--- config.mk ---
export PLATFORM = sky130hd
export DESIGN_NAME = serial_frame_rx
export DESIGN_NICKNAME = d
export VERILOG_FILES = /design/src/rtl/serial_frame_pkg.sv /design/src/rtl/frame_shift_reg.sv /design/src/rtl/serial_frame_rx.sv
export SDC_FILE = /design/constraint.sdc
export NUM_CORES = 1
export LEC_CHECK = 0
export BUFFER_PORTS_ARGS = -buffer_cell sky130_fd_sc_hd__buf_2
export CAP_MARGIN = 0
export CORE_MARGIN = 2
export CORE_UTILIZATION = 40
export DETAILED_ROUTE_END_ITERATION = 10
export GPL_ROUTABILITY_DRIVEN = 0
export PLACE_DENSITY = 0.58
export SLEW_MARGIN = 30
export SYNTH_ARGS = -nofsm -noshare
export SYNTH_HDL_FRONTEND = slang
export SYNTH_HIERARCHICAL = 1
export SYNTH_SLANG_ARGS = --single-unit
--- constraint.sdc ---
create_clock -name clk -period 2.2 [get_ports clk]
set_input_delay 0 -clock clk [delete_from_list [all_inputs] [get_ports clk]]
set_output_delay 0 -clock clk [all_outputs]
set_load 0.01 [all_outputs]
--- src/rtl/serial_frame_pkg.sv ---
// Shared types and line-level constants for the serial frame receiver.
package serial_frame_pkg;

  typedef enum logic [1:0] {
    IDLE   = 2'd0,
    DATA   = 2'd1,
    PARITY = 2'd2,
    STOP   = 2'd3
  } state_t;

  localparam logic IDLE_LEVEL = 1'b1;
  localparam logic START_BIT  = 1'b0;
  localparam logic STOP_BIT   = 1'b1;

endpackage

--- src/rtl/frame_shift_reg.sv ---
// WIDTH-bit deserialising shift register: sync clear, shift enable, direction select.
module frame_shift_reg #(
  parameter int WIDTH = 4
) (
  input  logic             clk,
  input  logic             clr,
  input  logic             clear,
  input  logic             shift,
  input  logic             dir,
  input  logic             din,
  output logic [WIDTH-1:0] q
);

  // dir=1 pushes new bits in at the LSB so the first bit ends up in the MSB.
  always_ff @(posedge clk or posedge clr) begin
    if (clr) begin
      q <= '0;
    end else if (clear) begin
      q <= '0;
    end else if (shift) begin
      if (dir) q <= {q[WIDTH-2:0], din};
      else     q <= {din, q[WIDTH-1:1]};
    end
  end

endmodule

--- src/rtl/serial_frame_rx.sv ---
// Serial frame receiver: start bit, WIDTH data bits, optional even parity, stop bit.
// Optional parity stage enabled by defining SERIAL_FRAME_RX_PARITY_EN.
module serial_frame_rx
  import serial_frame_pkg::*;
#(
  parameter int WIDTH = 4
) (
  input  logic             clk,
  input  logic             clr,
  input  logic             en,
  input  logic             sin,
  input  logic             sel,
  output logic [WIDTH-1:0] dout,
  output logic             valid,
  output logic             busy,
  output logic             frame_err,
  output logic             parity_err
);

  localparam int            CW       = $clog2(WIDTH + 1);
  localparam logic [CW-1:0] LAST_BIT = CW'(WIDTH - 1);
  localparam logic [CW-1:0] FULL_CNT = CW'(WIDTH);

  state_t           state, nxt;
  logic [CW-1:0]    cnt;
  logic             order;
  logic [WIDTH-1:0] sh;
  logic             start_seen;
  logic             shift_en;
  logic             stop_edge;
  logic             stop_par_bad;

  assign start_seen = en && (state == IDLE) && (sin == START_BIT);
  assign shift_en   = en && (state == DATA);
  assign stop_edge  = en && (state == STOP);

  frame_shift_reg #(.WIDTH(WIDTH)) u_shift (
    .clk   (clk),
    .clr   (clr),
    .clear (start_seen),
    .shift (shift_en),
    .dir   (order),
    .din   (sin),
    .q     (sh)
  );

  always_comb begin
    nxt = state;
    case (state)
      IDLE:   if (en && (sin == START_BIT)) nxt = DATA;
      DATA: begin
        if (en && (cnt == LAST_BIT)) begin
`ifdef SERIAL_FRAME_RX_PARITY_EN
          nxt = PARITY;
`else
          nxt = STOP;
`endif
        end
      end
      PARITY: if (en) nxt = STOP;
      STOP:   if (en) nxt = IDLE;
      default: nxt = IDLE;
    endcase
  end

  // busy mirrors the registered next state so it tracks the start/stop sample edges.
  always_ff @(posedge clk or posedge clr) begin
    if (clr) begin
      state     <= IDLE;
      busy      <= 1'b0;
      cnt       <= '0;
      order     <= 1'b0;
      dout      <= '0;
      valid     <= 1'b0;
      frame_err <= 1'b0;
    end else begin
      state     <= nxt;
      busy      <= (nxt != IDLE);
      valid     <= 1'b0;
      frame_err <= 1'b0;
      if (start_seen) begin
        cnt   <= '0;
        order <= sel;
      end else if (shift_en && (cnt != FULL_CNT)) begin
        cnt <= cnt + CW'(1);
      end
      if (stop_edge) begin
        if ((sin == STOP_BIT) && !stop_par_bad) begin
          dout  <= sh;
          valid <= 1'b1;
        end
        frame_err <= (sin != STOP_BIT);
      end
    end
  end

`ifdef SERIAL_FRAME_RX_PARITY_EN
  logic par_acc;
  logic par_bad;

  // Running XOR of the data bits; compared against the received even-parity bit.
  always_ff @(posedge clk or posedge clr) begin
    if (clr) begin
      par_acc    <= 1'b0;
      par_bad    <= 1'b0;
      parity_err <= 1'b0;
    end else begin
      parity_err <= stop_edge && par_bad;
      if (start_seen) begin
        par_acc <= 1'b0;
        par_bad <= 1'b0;
      end else if (shift_en) begin
        par_acc <= par_acc ^ sin;
      end else if (en && (state == PARITY)) begin
        par_bad <= sin ^ par_acc;
      end
    end
  end

  assign stop_par_bad = par_bad;
`else
  assign stop_par_bad = 1'b0;
  assign parity_err   = 1'b0;
`endif

endmodule

==> results.py <==
metrics = {
    "run_status": {
        "status": "complete, no violations",
    },
    "clock_tree": {
        "clk_path_buf_depth": 2,
        "cts.reportedPaths.clkPinSlew_ns": 0.10,
        "clock_latency_ns": 0.29,
        "hold_buffers": 3,
        "cts_tree": "done",
        "cts-root-buf": "clkbuf_4",
        "cts_resized": 0,
        "cts_buffers": 3,
        "cts_sinks": 17,
        "post_cts_buffers": 0,
        "htreeDepth": 1,
    },
    "grt": {
        "grt_max_degree": 14,
        "antenna_found_initial": 0,
        "grt.total_usage_pct": 11.80,
        "grt_pass1_vias": 401,
        "grt_pass1_wl_mm": 1.780,
        "grt.overflow.total": 0,
    },
    "timing": {
        "setup_viol": 0,
        "setup_tns_ns": 0,
        "fin_skew_ns": 0.007795,
        "fmax_ghz": 0.6571,
        "slew_viol_final": 0,
        "worstMarginPinSlew_ns": 0.6090,
        "rsz0062_at_grt": "no",
        "finalCriticalPeriod_ns": 1.522,
        "finalHoldViolCount": 0,
        "maxSlewHeadroom_pct": 59.15,
        "finalCritPeriodShare_pct": 69.17,
    },
    "route": {
        "antenna_left": 0,
        "viasPerCell": 4.559,
        "wl_per_cell_um": 10.77,
        "dr_total_vias": 506,
        "drtIter0Drc": 8,
        "wl_mm": 1.195,
        "firstDrtPassIters": 3,
        "drc": 0,
    },
    "critical_path": {
        "start_kind": "flop",
        "ff2ff_setup_slack_ns": 0.68,
        "arrival_ns": 1.74,
        "worstSetupPathType": "flop to flop",
        "reg2regPathDepth": 4,
        "cp-end-kind": "flop",
        "crit_required_ns": 2.42,
        "crit_fanout": 4,
    },
    "die": {
        "core_area_um2": 1902,
        "initial_core_util_pct": 41.25,
        "row_count": 16,
        "ios": 13,
        "dieArea_um2": 2331,
        "die_h_um": 48.29,
        "die_x_um": 48.29,
    },
    "min_path": {
        "min_path_cells": 3,
        "hp-class": "input port to flop",
    },
    "pwr": {
        "total_power_uw": 1169,
        "pwr_density_cell_nw_per_um2": 1279,
        "p_leak_uw": 0.0004743,
        "vdd_drop_max_mv": 0.5312,
    },
    "place": {
        "place_hpwl_um": 926.3,
        "placed_cell_area_um2": 857.1,
        "io_buffer_count": 11,
    },
    "synthesis": {
        "synth_edf_count": 0,
        "netlist.area_leader.share_pct": 54.23,
        "yosys.area.top_type": "dfrtp_1",
        "synth_common_cells": "dfrtp_1, inv_1, mux2i_1, nand2_1, nor2_1",
        "synth-seq-cells": 17,
        "syn-cell-area_um2": 784.5,
        "yosys_warnings": 6,
        "ys_seq_area_share_pct": 54.23,
        "syn_avg_cell_area_um2": 11.37,
        "synthFlopType": "dfrtp_1",
        "yosys.cell_types.count": 20,
        "synthArstFlopShare_pct": 100.0,
        "synth.most_common_cell": "dfrtp_1",
        "synthesis.nets": 77,
        "synth_area_leaders": "dfrtp_1, mux2i_1, mux2_2",
        "syn_inst": 69,
    },
    "run": {
        "cap_violations": 0,
    },
    "cells_and_area": {
        "finalInstanceArea_um2": 914.6,
        "syn2layout_area_growth_pct": 16.59,
        "drive_above_1_share_pct": 26.19,
        "fin_nets": 93,
        "n_antenna_cell": 0,
    },
}
-- metal layers --
metal	GRT usage, %	wire (um)	vias to the layer above
met5	0	0	-
met4	8.108	12	0
met3	3.333	48	2
met2	17.11	553	10
met1	15.03	579	236
li1	-	-	258
-- metrics by stage --
stage | setup slack [ns] | std cells | hold slack (ns) | utilization [%]
final | 0.6782 | 111 | 0.02139 | 48.09
after floorplan | 0.8199 | 69 | -0.2339 | -
after CTS | 0.6672 | 111 | 0.009278 | 48.09
after detailed placement | 0.6892 | 104 | -0.1040 | 45.07
after global placement | 0.7620 | 104 | -0.1059 | 45.07
after global routing | 0.5655 | 111 | 0.02328 | 48.09
-- registers in the layout, summed over array words and instances (netlist names) --
signal     count
valid          1
cnt            3
busy           1
state          2
dout           4
u_shift/q      4
frame_err      1
order          1
-- report_power, final --
part           internal (uW)  total (uW)  switching [uW]
clock                   67.5         163            95.1
combinational            232         440             208
sequential               454         567             112
total                    754        1170             415
-- cells in the final DEF, fill, tap and decap left out --
cell type      netlist  layout
and3_2               1       1
o211ai_1             1       1
inv_1                8       8
or4b_4               1       1
nor2b_1              1       1
a21oi_1              1       1
ha_1                 3       3
mux2_2               4       4
nand2b_1             1       1
mux2i_1              7       7
conb_1               1       1
nand4b_1             1       1
clkbuf_4             0       3
clkinv_2             0       1
a211oi_1             5       5
dlygate4sd3_1        0       3
dfrtp_1             17      17
buf_2                0      11
mux2_4               1       1
nor2_1               6       6
nand2_1              7       7
-- logic make-up after synthesis --
kind of cell | after synthesis | synth area share, %
buf+inv | 11 | 5.901
fa+ha+maj | 3 | 4.785
simple gates | 18 | 11.64
compound gates | 7 | 6.380
flops | 17 | 54.23
other cells | 1 | 0.4780
mux | 12 | 16.59
-- critical path: stages (launching register included) --
cell      delay [ns]
dfrtp_1         0.39
inv_1           0.06
ha_1            0.19
a211oi_1        0.55
mux2i_1         0.26
-- layout make-up --
class                           count  area, um^2
Clock buffer                        3       22.52
Clock inverter                      1       5.005
Fill cell                         181       987.2
Inverter                            8       30.03
Multi-Input combinational cell     41       312.8
Sequential cell                    17       425.4
Tap cell                           27       33.78
Timing Repair Buffer               14       85.08
-- final timing paths --
check                                    start                  endpoint
setup / recovery            cnt[0]$_DFFE_PP0P_        cnt[2]$_DFFE_PP0P_
hold / removal                              en        state[0]$_DFF_PP0_
setup reg to reg            cnt[0]$_DFFE_PP0P_        cnt[2]$_DFFE_PP0P_
hold reg to reg            dout[0]$_DFFE_PP0P_       dout[0]$_DFFE_PP0P_
max in group asynchronous                  clr       dout[1]$_DFFE_PP0P_
min in group asynchronous                  clr  u_shift/q[3]$_DFFE_PP0P_
(Power assumes the default switching activity.)
